File: src/rtl/controlador_alu_pkg.sv
// Shared definitions for the ALU sequencing controller: FSM state encodings
// and the fixed button map.
package controlador_alu_pkg;

  localparam int ESTADO_W = 2;

  typedef enum logic [ESTADO_W-1:0] {
    CARGA_A  = 2'd0,
    CARGA_B  = 2'd1,
    CARGA_OP = 2'd2,
    LISTO    = 2'd3
  } estado_t;

  localparam int BTN_A    = 0;
  localparam int BTN_B    = 1;
  localparam int BTN_OP   = 2;
  localparam int BTN_EXEC = 3;

endpackage

File: src/rtl/controlador_alu_antirrebote.sv
// One push-button conditioner: 2-flop synchronizer, debounce counter and a
// registered one-cycle pulse on the debounced 0->1 transition.
module antirrebote #(
  parameter int CICLOS_DEBOUNCE = 4
) (
  input  logic clk,
  input  logic rst_n,
  input  logic boton,
  output logic pulso
);

  localparam int CNT_W = $clog2(CICLOS_DEBOUNCE + 1);

  logic             sync_q1;
  logic             sync_q2;
  logic             estable;
  logic [CNT_W-1:0] cnt;
  logic [CNT_W-1:0] cnt_inc;
  logic             alcanza;

  assign cnt_inc = cnt + CNT_W'(1);
  assign alcanza = (cnt_inc == CNT_W'(CICLOS_DEBOUNCE));

  // NOTE: sequential state uses non-blocking assignments so every flop samples
  // the pre-edge values, which is what makes the sync chain two stages deep.
  always_ff @(posedge clk or negedge rst_n) begin
    if (!rst_n) begin
      sync_q1 <= 1'b0;
      sync_q2 <= 1'b0;
      estable <= 1'b0;
      cnt     <= '0;
      pulso   <= 1'b0;
    end else begin
      sync_q1 <= boton;
      sync_q2 <= sync_q1;
      pulso   <= 1'b0;
      if (sync_q2 != estable) begin
        if (alcanza) begin
          estable <= sync_q2;
          cnt     <= '0;
          // Pulse on the same edge the level commits, only for a press.
          pulso   <= sync_q2;
        end else begin
          cnt <= cnt_inc;
        end
      end else begin
        cnt <= '0;
      end
    end
  end

endmodule

File: src/rtl/controlador_alu.sv
// Sequencing controller for the ALU datapath: conditions the buttons and steps
// the fixed load order A -> B -> opcode -> execute from the switch bus.
module controlador_alu
  import controlador_alu_pkg::*;
#(
  parameter int CANT_BUS_ENTRADA = 4,
  parameter int CANT_BUS_SALIDA  = 4,
  parameter int CANT_BITS_OPCODE = 4,
  parameter int CANT_BOTONES     = 4,
  parameter int CICLOS_DEBOUNCE  = 4
) (
  input  logic                        i_clock,
  input  logic                        i_reset,
  input  logic [CANT_BUS_ENTRADA-1:0] i_switches,
  input  logic [CANT_BOTONES-1:0]     i_botones,
  input  logic [CANT_BUS_SALIDA-1:0]  i_resultado,
  output logic [CANT_BUS_ENTRADA-1:0] o_reg_dato_A,
  output logic [CANT_BUS_ENTRADA-1:0] o_reg_dato_B,
  output logic [CANT_BITS_OPCODE-1:0] o_reg_opcode,
  output logic [CANT_BUS_SALIDA-1:0]  o_leds,
  output logic                        o_valido,
  output logic [ESTADO_W-1:0]         o_estado
);

  logic [CANT_BOTONES-1:0] pulsos;
  estado_t                 estado;
  estado_t                 estado_sig;
  logic                    cargar_a;
  logic                    cargar_b;
  logic                    cargar_op;
  logic                    ejecutar;

  for (genvar g = 0; g < CANT_BOTONES; g++) begin : g_boton
    antirrebote #(
      .CICLOS_DEBOUNCE(CICLOS_DEBOUNCE)
    ) u_antirrebote (
      .clk  (i_clock),
      .rst_n(i_reset),
      .boton(i_botones[g]),
      .pulso(pulsos[g])
    );
  end

  always_ff @(posedge i_clock or negedge i_reset) begin
    if (!i_reset) estado <= CARGA_A;
    else          estado <= estado_sig;
  end

  // Only the pulse expected by the current state acts; all others are dropped.
  always_comb begin
    // NOTE: every output of this block gets a default first so no path can
    // leave one unassigned and infer a latch.
    estado_sig = estado;
    cargar_a   = 1'b0;
    cargar_b   = 1'b0;
    cargar_op  = 1'b0;
    ejecutar   = 1'b0;
    case (estado)
      CARGA_A:  if (pulsos[BTN_A])    begin cargar_a  = 1'b1; estado_sig = CARGA_B;  end
      CARGA_B:  if (pulsos[BTN_B])    begin cargar_b  = 1'b1; estado_sig = CARGA_OP; end
      CARGA_OP: if (pulsos[BTN_OP])   begin cargar_op = 1'b1; estado_sig = LISTO;    end
      LISTO:    if (pulsos[BTN_EXEC]) begin ejecutar  = 1'b1; estado_sig = CARGA_A;  end
      default:  estado_sig = CARGA_A;
    endcase
  end

  always_ff @(posedge i_clock or negedge i_reset) begin
    if (!i_reset) begin
      o_reg_dato_A <= '0;
      o_reg_dato_B <= '0;
      o_reg_opcode <= '0;
      o_leds       <= '0;
      o_valido     <= 1'b0;
    end else begin
      if (cargar_a)  o_reg_dato_A <= i_switches;
      if (cargar_b)  o_reg_dato_B <= i_switches;
      if (cargar_op) o_reg_opcode <= i_switches[CANT_BITS_OPCODE-1:0];
      if (ejecutar)  o_leds       <= i_resultado;
      // Strobe rides alongside the LED update, so it is high the cycle after.
      o_valido <= ejecutar;
    end
  end

  assign o_estado = estado;

endmodule

File: config.mk
export PLATFORM = sky130hd
export DESIGN_NAME = controlador_alu
export DESIGN_NICKNAME = d
export VERILOG_FILES = /design/src/rtl/controlador_alu_pkg.sv /design/src/rtl/controlador_alu_antirrebote.sv /design/src/rtl/controlador_alu.sv
export SDC_FILE = /design/constraint.sdc
export NUM_CORES = 1
export LEC_CHECK = 0
export CORE_AREA = 2 2 53 80
export DETAILED_ROUTE_END_ITERATION = 16
export DIE_AREA = 0 0 55 82
export PLACE_DENSITY_LB_ADDON = 0.2
export SLEW_MARGIN = 20
export SYNTH_ARGS = -nofsm -noshare
export SYNTH_HDL_FRONTEND = slang
export SYNTH_SLANG_ARGS = --single-unit
File: constraint.sdc
create_clock -name i_clock -period 1.85 [get_ports i_clock]
set_clock_uncertainty 0.15 [all_clocks]
set_input_delay 0.555 -clock i_clock [delete_from_list [all_inputs] [get_ports i_clock]]
set_output_delay 0.555 -clock i_clock [all_outputs]
set_load 0.03 [all_outputs]
[Yosys cells after proc, flatten, opt, wreduce, memory -nomap -nowiden]
Index checks and enable logic that the tools add are counted.
Operators by class
  muxes and demuxes: 29
  equal/unequal tests: 15
  $add $sub $neg: 4
  reductions and logical operators: 6
Operators with widths (count)
  $mux W3: 8
  $mux W1: 16
  $add A3 B1 Y3 const B: 4
  $eq A3 B3 Y1 const B: 4
  $mux W2: 4
  $ne A2 B1 Y1 const B: 4
  $pmux W2 S4: 1
  $reduce_and A2 Y1: 4
  $eq A2 B2 Y1 const B: 2
  $ne A1 B1 Y1: 4
  $reduce_and A4 Y1: 1
  $eq A2 B1 Y1 const B: 1
  $logic_not A2 Y1: 1
Storage, ports and cells
  bits of input ports: 14
  output and inout port bits: 19
  register bits: 47

[Longest topological paths before layout]
Gate-level depths: netlist (run 1).
  depth after elaboration: 4
  depth in mapped cells: 5
  depth with buffers taken out: 5

[Cells and area by module]
Synthesis (run 1) repeated with hierarchy kept, for this count alone.
Second synthesis, totals
  cell total of the unflattened synthesis: 122
  area, all modules: 1879.3 um2
By module, submodules not included
  antirrebote: area each 265.3 um2, instances 4, cells an instance 17
  controlador_alu: area each 818.3 um2, instances 1, cells an instance 54

[Least setup slack after synthesis (run 1)]
No wires, ideal clock.
  kind: reg-to-reg
  from: register estado[1] (netlist: o_estado[1])
  to: register estado[1] (netlist: o_estado[1])
  slack: -0.035 ns
  arrival time: 1.610 ns
  cell stages (with the launch flop): 6
  required time: 1.575 ns
  period minus slack after synthesis: 1.885 ns
  setup time: 0.125 ns
  cells stage by stage: dfrtp_1 -> inv_1 -> ha_1 -> nor2b_1 -> a2111oi_4 -> mux2_4
Between the ends
  word-level cells in the longest chain between the ends: 3
  elaborated cells between the ends (all ways): 10
  classes of those cells: eq/ne (7); mux (1); reduce/logical (2)
RTL lines
  from (decl): line controlador_alu.sv:26  | estado_t estado;
  from (signal assigned): line controlador_alu.sv:46  | else estado <= estado_sig;
  $eq A2 B1 Y1 (tied with other cells): line controlador_alu.sv:58  | case (estado)
  $ne A2 B1 Y1 (no source line)
  $reduce_and A4 Y1 (no source line)
Parallel ways exist; a longest one is shown, timed or not.
A chain may end at the register's enable or synchronous reset.

[Worst setup path in the final report (run 1)]
  from: register estado[1] (netlist: o_estado[1])
  to: output port o_estado[1]
RTL lines
  to (decl): line controlador_alu.sv:22  | output logic [ESTADO_W-1:0] o_estado
No word-level cell between the ends.

==> impl_metrics.tcl, run 1 <==
set metrics [dict create \
    outcome "completed" \
    maxSlewViolCount 0 \
    critPathMaxStageDelay_ps 430 \
    drv_cap 0 \
    cts_setup_buffers 0 \
    vias_per_cell 5.10 \
    worst_pin_slew_ps 327 \
    seq_area_um2 1180 \
    powerDensity_nw_per_um2 1250 \
    multiInputGateArea_um2 667 \
    clock_sinks 47 \
    io_buffer_count 32 \
    finalNetCount 191 \
    cp.arrival_ps 1070 \
    hold_viol_final 0 \
    hold_class "in2async" \
    die_h_um 82 \
    dp_hpwl_mm 2.24 \
    dpl_worst_slack_ps 98.6 \
    r2r_end "o_estado[1]$_DFFE_PN0P_" \
    fin_crit_sh 0.957 \
    yosysWarnings 0 \
    clockRootBuffer "clkbuf_8" \
    cts_tree "done" \
    vdd_ir_drop_max_v 0.00103 \
    wl_per_cell_um 14.0 \
    antenna_found_initial 0 \
    first_pass_iters 4 \
    htreeDepth 2 \
    r2r_slack_ps 90 \
    critical_path_class "reg2out" \
    fp.coreArea_um2 3850 \
    path_delay_family "flip-flops" \
    drc_errors 0 \
    ys_seq_elements 47 \
    cp_slowest_cell "dfrtp_2" \
    startpoint_type "flip-flop" \
    final_cell_mix "dfrtp_1 (46), mux2_2 (20), dlygate4sd2_1 (17)" \
    grt_pass1_vias 1113 \
    setup_viol 0 \
    vias 1072 \
    cp_max_fo 5 \
    drt-initial-drc-count 11 \
    initial_core_util 0.485 \
    setup_ws_ps 79.0 \
    gr-usage-all-layers 0.156 \
    ant_nets 0 \
    leakagePower_nw 1.10 \
    fmax_mhz 565 \
    slew_headroom 0.783 \
    crit_chain "clkdlybuf4s15_1" \
    synth_cell_type_count 16 \
    cts_inserted_buffers 5 \
    grt_max_degree 48 \
    fill_cells 346 \
    finalWirelength_mm 2.94 \
    cts_buffer_depth 2 \
    grt_overflow_total 0 \
    ff2ff_path_depth 4 \
    dieWidth_um 55 \
    setup_tns_ps 0 \
    end_kind "output pin" \
    worstPathRequired_ps 1140 \
    drive_gt1_frac 0.194 \
    clk_pin_slew_ps 70 \
    rsz0062_at_grt "no" \
    syn_inst 125 \
    clock_latency_ps 280 \
    diodes 0 \
    layout_min_cycle_time_ps 1770 \
    rows 28 \
    area_growth_pct 23.8 \
    synth_area_um2 1870 \
    dieArea_um2 4510 \
    syn_avg_cell_area_um2 15.0 \
    globalplace.congestion 0.665 \
    io_pins 33 \
    grt_pass1_wl_mm 4.92 \
    final_common_cell "dfrtp_1" \
    r2r_start "o_estado[0]$_DFFE_PN0P_" \
    syn_nets 151 \
    ys_seq_area_frac 0.629 \
    timing.critical_path.buf_inv 1 \
]
## state kept, by name, summed over array words and instances, names as in the netlist
| register | count |
|---|---|
| g_boton.u_antirrebote.sync_q1 | 4 |
| o_valido | 1 |
| g_boton.u_antirrebote.sync_q2 | 4 |
| o_leds | 4 |
| o_estado | 2 |
| o_reg_dato_B | 4 |
| o_reg_dato_A | 4 |
| g_boton.u_antirrebote.pulso | 4 |
| g_boton.u_antirrebote.cnt | 12 |
| o_reg_opcode | 4 |
| g_boton.u_antirrebote.estable | 4 |
## worst max path at each step
| stage | startpoint | end | slack (ps) | depth (start not counted) |
|---|---|---|---|---|
| finish | o_estado[1]$_DFFE_PN0P_ | o_estado[1] | 80 | 1 |
| CTS | o_estado[1]$_DFFE_PN0P_ | o_estado[1] | 40 | 1 |
| floorplan | o_estado[0]$_DFFE_PN0P_ | o_estado[1]$_DFFE_PN0P_ | 10 | 4 |
| global route | o_leds[1]$_DFFE_PN0P_ | o_leds[1] | 20 | 1 |
| global placement | o_estado[1]$_DFFE_PN0P_ | o_estado[1] | 100 | 1 |
| detailed placement | o_estado[1]$_DFFE_PN0P_ | o_estado[1] | 100 | 1 |
## metal layers
layer	vias to the layer above	track usage	routed length, µm
met5	-	0	0
met4	0	0.0585	54
met3	6	0.0455	167
met2	30	0.267	1620
met1	538	0.178	1100
li1	498	-	-
## power by group
part,switching [W],leakage [nW],internal [W]
Sequential,0.000153,0.583,0.00125
Clock,0.000292,0.0383,0.000260
Combinational,0.000491,0.475,0.000454
## layout make-up
type                       count  share of cell area
sequential                    47               0.509
multi-input combinational     71               0.288
tap                           45              0.0243
clock buffer                   7              0.0330
inverter                       7              0.0114
timing repair buffer          33               0.135
## logic make-up after synthesis
family	Yosys count	share of synthesized area
flip-flops	47	0.629
AND/OR/NAND/NOR	24	0.0756
multiplexers	21	0.129
adder cells (fa/ha/maj)	12	0.0803
XOR/XNOR	8	0.0375
buffers and inverters	7	0.0141
AO/OA/AOI/OAI	6	0.0348
## stage by stage
stage	cells	instance area (µm²)	power, W	hold slack (ps)	utilization
after CTS	210	2310	0.00295	94.4	0.600
final	210	2310	0.00290	85.5	0.601
after floorplan	125	1870	0.00209	109	-
after detailed placement	203	2260	0.00243	190	0.586
after global routing	210	2310	0.00312	96.6	0.601
after global placement	203	2260	0.00236	183	0.586
## cells in the mapped netlist (all sizes together)
master / instances / area, µm²
mux2: 21 / 240
a211oi: 4 / 30.0
a2111oi: 1 / 27.5
xor2: 4 / 35.0
nand2: 8 / 30.0
nor3b: 5 / 37.5
dfrtp: 47 / 1180
nor2b: 7 / 51.3
inv: 7 / 26.3
o21a: 1 / 7.51
xnor2: 4 / 35.0
nor3: 3 / 15.0
ha: 12 / 150
or4: 1 / 7.51
## repair_timing
action	CTS	global route
pin swaps	0	0
hold buffers	0	0
endpoints found under the hold margin	0	0
setup endpoints to repair	18	1
resized for setup	18	1
(Power assumes the default switching activity.)
==> run 2, diff against run 1 <==
--- a/config.mk
+++ b/config.mk
@@ -9,6 +9,7 @@
 export DETAILED_ROUTE_END_ITERATION = 16
 export DIE_AREA = 0 0 55 82
 export PLACE_DENSITY_LB_ADDON = 0.2
+export RECOVER_POWER = 50
 export SLEW_MARGIN = 20
 export SYNTH_ARGS = -nofsm -noshare
 export SYNTH_HDL_FRONTEND = slang
==> run 2 against run 1 <==
  * Utilization down 0.39 points
  * Design area down 0.65%
  * Combinational power down 0.6%
  * Global-route usage unchanged
  * Clock-buffer cell count unchanged
  * Die area unchanged
  * Register-to-register slack about the same
  * First-iteration DRC count down 18%
  * Hold slack better by 120 ps
  * Power down 0.16%
  * Highest routed layer unchanged
==> impl_metrics.tcl, run 2 (synthesized netlist as in run 1, its figures left out) <==
set metrics [dict create \
    io_buffer_count 32 \
    drt-initial-drc-count 9 \
    r2r_start "o_estado[0]$_DFFE_PN0P_" \
    area_growth_pct 23.0 \
    dpl_worst_slack_ps 98.6 \
    ff2ff_path_depth 4 \
    crit_chain "clkdlybuf4s15_1" \
    cts_buffer_depth 2 \
    clkPwrFrac 0.191 \
    hold_path_depth 0 \
    vias_per_cell 5.12 \
    design_area_um2 2300 \
    finalWirelength_mm 2.94 \
    worstPathRequired_ps 1140 \
    drv_cap 0 \
    r2r_slack_ps 90 \
    grt_pass1_wl_mm 4.92 \
    cts_inserted_buffers 5 \
    holdBufCountCts 0 \
    outcome "completed" \
    cp.arrival_ps 1070 \
    htreeDepth 2 \
    finalNetCount 191 \
    setup_viol 0 \
    cp_slowest_cell "dfrtp_2" \
    p_int_w 0.00196 \
    setup_ws_ps 78.5 \
    diodes 0 \
    critical_path_class "reg2out" \
    fmax_mhz 564 \
    final_cell_mix "dfrtp_1 (46), mux2_2 (20), dlygate4sd2_1 (17)" \
    antenna_found_initial 0 \
    worstHoldEndpoint "g_boton[0].u_antirrebote.sync_q2$_DFF_PN0_" \
    holdWs_ps 203 \
    end_kind "output pin" \
    fin_crit_sh 0.958 \
    r2r_end "o_estado[1]$_DFFE_PN0P_" \
    combinationalPowerShare 0.324 \
    critPathMaxStageDelay_ps 430 \
    route.met3.wl_um 167 \
    vdd_ir_drop_max_v 0.00103 \
    rsz0062_at_grt "no" \
    clock_latency_ps 280 \
    hold_viol_final 0 \
    maxSlewViolCount 0 \
    grt_pass1_vias 1113 \
    drive_gt1_frac 0.194 \
    largest_reg_flops 12 \
    gr-usage-all-layers 0.156 \
    dieWidth_um 55 \
    cts_tree "done" \
    globalplace.congestion 0.665 \
    timing.critical_path.buf_inv 1 \
    fp.coreArea_um2 3850 \
    grt_overflow_total 0 \
    cp_max_fo 5 \
    wl_per_cell_um 14.0 \
    path_delay_family "flip-flops" \
    initial_core_util 0.485 \
    place_area_um2 2260 \
    first_pass_iters 4 \
    wl_met2_mm 1.62 \
    hold_class "reg2reg" \
    cts_resized 18 \
    vias 1075 \
    min_from "g_boton[0].u_antirrebote.sync_q1$_DFF_PN0_" \
    met1Wirelength_mm 1.10 \
    startpoint_type "flip-flop" \
    powerDensity_nw_per_um2 1260 \
    clockRootBuffer "clkbuf_8" \
    layout_min_cycle_time_ps 1770 \
    dp_hpwl_mm 2.24 \
    io_pins 33 \
    p_switching_w 0.000937 \
    seqPwrFrac 0.485 \
    clk_pin_slew_ps 80 \
    leakagePower_nw 1.09 \
    dieArea_um2 4510 \
    swShare 0.324 \
    max_flop_register "g_boton.u_antirrebote.cnt" \
    setup_tns_ps 0 \
    top_layer "met4" \
    clock_sinks 47 \
    rows 28 \
    drc_errors 0 \
    worst_pin_slew_ps 1100 \
    ant_nets 0 \
    grt_max_degree 48 \
    slew_headroom 0.264 \
    final_common_cell "dfrtp_1" \
    die_h_um 82 \
    cts_setup_buffers 0 \
]
run 2: cell count changes in the layout (fill, tap and decap cells not counted), sizes merged:
cell	previous run	this run
buf	3	2
dlygate4sd3	0	4
clkdlybuf4s50	12	8
clkbuf	7	8
run 2: layout make-up:
| type | count | area, µm² |
|---|---|---|
| fillers | 348 | 1550 |
| multi-input cells | 71 | 667 |
| clock buffers | 7 | 76.3 |
| inverters | 7 | 26.3 |
| flip-flops and latches | 47 | 1180 |
| well taps | 45 | 56.3 |
| repair buffers | 33 | 297 |
run 2: worst max path at each step:
stage / start / endpoint / slack, ps / cells past startpoint
2_1_floorplan: o_estado[0]$_DFFE_PN0P_ / o_estado[1]$_DFFE_PN0P_ / 10 / 4
5_1_grt: o_leds[1]$_DFFE_PN0P_ / o_leds[1] / 20 / 1
3_5_place_dp: o_estado[1]$_DFFE_PN0P_ / o_estado[1] / 100 / 1
4_1_cts: o_estado[1]$_DFFE_PN0P_ / o_estado[1] / 40 / 1
6_report: o_estado[1]$_DFFE_PN0P_ / o_estado[1] / 80 / 1
3_3_place_gp: o_estado[1]$_DFFE_PN0P_ / o_estado[1] / 100 / 1
run 2: per-stage QoR:
step	util	cells	power, W
after floorplan	-	125	0.00209
after global placement	0.586	203	0.00236
after detailed placement	0.586	203	0.00243
after CTS	0.600	210	0.00295
after global routing	0.597	210	0.00311
final	0.597	210	0.00290
run 2: metal layers:
metal,vias to the layer above,track usage
met5,-,0
met1,541,0.178
met3,6,0.0455
met4,0,0.0585
met2,30,0.267
li1,498,-
run 2: power by group through the flow:
stage	registers [W]	clock network [W]	logic, W
2_1_floorplan	0.00155	0	0.000536
3_3_place_gp	0.00141	0	0.000948
3_5_place_dp	0.00144	0	0.000997
4_1_cts	0.00141	0.000575	0.000962
5_1_grt	0.00144	0.000625	0.00105
6_report	0.00140	0.000553	0.000939
==> run 3, diff against run 2 <==
--- a/config.mk
+++ b/config.mk
@@ -10,7 +10,6 @@
 export DIE_AREA = 0 0 55 82
 export PLACE_DENSITY_LB_ADDON = 0.2
 export RECOVER_POWER = 50
-export SLEW_MARGIN = 20
 export SYNTH_ARGS = -nofsm -noshare
 export SYNTH_HDL_FRONTEND = slang
 export SYNTH_SLANG_ARGS = --single-unit
==> results of run 3 <==
The final DEF is identical to that of run 2; final timing and power are the same.
==> patch (config.mk and constraints of run 2) <==
`CICLOS_DEBOUNCE` is set to 4 in 2 places; all go to 2.
--- a/src/rtl/controlador_alu_antirrebote.sv
+++ b/src/rtl/controlador_alu_antirrebote.sv
@@ -2,5 +2,5 @@
 // registered one-cycle pulse on the debounced 0->1 transition.
 module antirrebote #(
-  parameter int CICLOS_DEBOUNCE = 4
+  parameter int CICLOS_DEBOUNCE = 2
 ) (
   input  logic clk,
--- a/src/rtl/controlador_alu.sv
+++ b/src/rtl/controlador_alu.sv
@@ -8,5 +8,5 @@
   parameter int CANT_BITS_OPCODE = 4,
   parameter int CANT_BOTONES     = 4,
-  parameter int CICLOS_DEBOUNCE  = 4
+  parameter int CICLOS_DEBOUNCE  = 2
 ) (
   input  logic                        i_clock,
Check against the original RTL: not equivalent (Yosys sat finds a counterexample within 10 cycles, from zero or initial values and one cycle with i_reset low).
==> patch against run 2 <==
Design area shrank 9.4%. Worst setup slack worse by 22 ps. Total power rose by 24%. Area after synthesis down 15%. Sequential power increased by 4%. Combinational power up 54%. Sequential cell count down 4. Wire length is 12% lower.
==> patch: results (changes against run 2) <==
first-pass detailed-route iteration total=2 (-2); Worst IR Drop VDD=0.990 mV (-3.6%); status=complete, no violations; Biggest register=g_boton.u_antirrebote.cnt; vias in the first global route=962 (-14%); first-pass GRT wire length=4080 microns (-17%); Root Buffer=clkbuf_8; DR iter-0 viols=12 (+3); clk_lat worst skew=290 ps; Final #Nets=161 (-16%); crit-path leading delay family=flip-flops; largest net degree at the start of global routing=27 (-44%); H-tree levels=2 (unchanged); total clock buffers created by CTS=5 (unchanged); syn nets=120 (-21%); slowest CP cell=dfrtp_2; Critical Path Fanout Max=4 (-1); GP Congestion=0.629 (-5.4%); Pleak=0.969 nW (-11%); Area contributors post-synth=dfrtp_1, mux2_2, ha_1; overall via count from detail_route=890 (-17%); max FFs per register=8 (-4); Worst Hold Class=reg2reg; fmax=0.558 GHz (-1.2%); Filler cells=384 (+10%); Netlist cell types=16 (unchanged); wire per inst=13.7 microns (-2.4%); synth warn=0 (unchanged); worst r2r path cells=5 (+1); worst hold stages=0 (unchanged); Worst-path clk slew=80 ps (about the same); initial antenna violation count=0 (unchanged); layout cells sized above 1=25.0% (+5.6 points); Overall Global Routing Usage=13.3% (-2.3 points); Seq/Total Area, Yosys=67.3% (+4.4 points); Slew HR=31.1% (+4.8 points); buffers added on ports=32 (unchanged); clock tree buffer depth=2 (unchanged); ANT cells=0 (unchanged); Post-synth top cells=dfrtp_1, mux2_2, nor2_1, nor2b_1; FFs w/ async S/R, synth=100% (unchanged); largest stage delay on the critical path=400 ps (-30 ps); HPWL Detailed=2020 microns (-9.5%)
==> patch: cell count changes in the layout (fill, tap and decap cells not counted), moves of 5 or more <==
| cell | run 2 | this run |
|---|---|---|
| ha_1 | 12 | 3 |
| nor2_1 | 0 | 5 |
| dfrtp_1 | 46 | 41 |
| inv_1 | 7 | 2 |
==> patch: metrics by stage <==
stage	cell area, sq um	worst slack, ps	power (W)	std cells	utilization, %
final	2080	56.9	0.00359	189	54.1
after global routing	2080	6.14	0.00382	189	54.1
after CTS	2080	27.5	0.00362	188	53.9
after detailed placement	1990	55.5	0.00307	180	51.8
after global placement	1990	91.2	0.00299	180	51.8
after floorplan	1600	25.0	0.00247	102	-
==> patch: repair_timing <==
| action | in CTS | in global routing |
|---|---|---|
| pin swaps | 0 | 1 |
| cloned | 0 | 0 |
| endpoints found under the setup margin | 19 | 2 |
| buffers inserted | 0 | 1 |
| resized for setup | 19 | 1 |
==> patch: per-layer routing <==
metal  part of all wire (%)  global-route usage (%)  up-vias
li1                       -                       -      422
met2                     54                    23.3       25
met3                    5.6                    4.36        4
met5                      0                       0        -
met4                    1.7                    6.59        0
met1                     39                    13.5      439
==> patch: power by group <==
part	switching (W)	total (W)	internal, W
clock	0.000288	0.000691	0.000404
sequential	0.000182	0.00145	0.00126
combinational	0.000784	0.00145	0.000667
total	0.00125	0.00359	0.00234
==> patch: worst paths after layout <==
path | slack (ps) | to | start
worst max register to register | 70 | o_estado[1] | o_estado[0]
worst min-delay path | 200 | g_boton[2].u_antirrebote.sync_q2 | g_boton[2].u_antirrebote.sync_q1
worst max-delay path | 60 | o_estado[0] | o_estado[0]
worst min register to register | 200 | g_boton[2].u_antirrebote.sync_q2 | g_boton[2].u_antirrebote.sync_q1
min in group asynchronous | 270 | o_leds[3] | i_reset
max in group asynchronous | 590 | o_estado[1] | i_reset
==> patch: kinds of logic (layout without fill, tap and decap cells) <==
family / after synthesis / count (layout) / share of synthesized area [%]
adder cells (fa/ha/maj): 4 / 4 / 3.13
AND/OR/NAND/NOR: 24 / 24 / 9.01
buffers and inverters: 4 / 46 / 0.939
multiplexers: 22 / 22 / 15.7
XOR/XNOR: 4 / 4 / 2.19
flip-flops: 43 / 43 / 67.3
AO/OA/AOI/OAI: 1 / 1 / 1.72
==> patch: area by class of cell <==
cell class | count | share of cell area, %
Sequential cell | 43 | 51.7
Multi-Input combinational cell | 55 | 24.4
Timing Repair Buffer | 34 | 15.3
Clock buffer | 7 | 3.66
Tap cell | 45 | 2.70
Clock inverter | 1 | 1.44
Inverter | 4 | 0.720
==> patch: worst register-to-register path, stage by stage (launching register included) <==
cell	delay, ps
dfrtp_2	400
inv_2	60
ha_1	220
nor2b_4	140
a2111oi_4	360
mux2_4	330
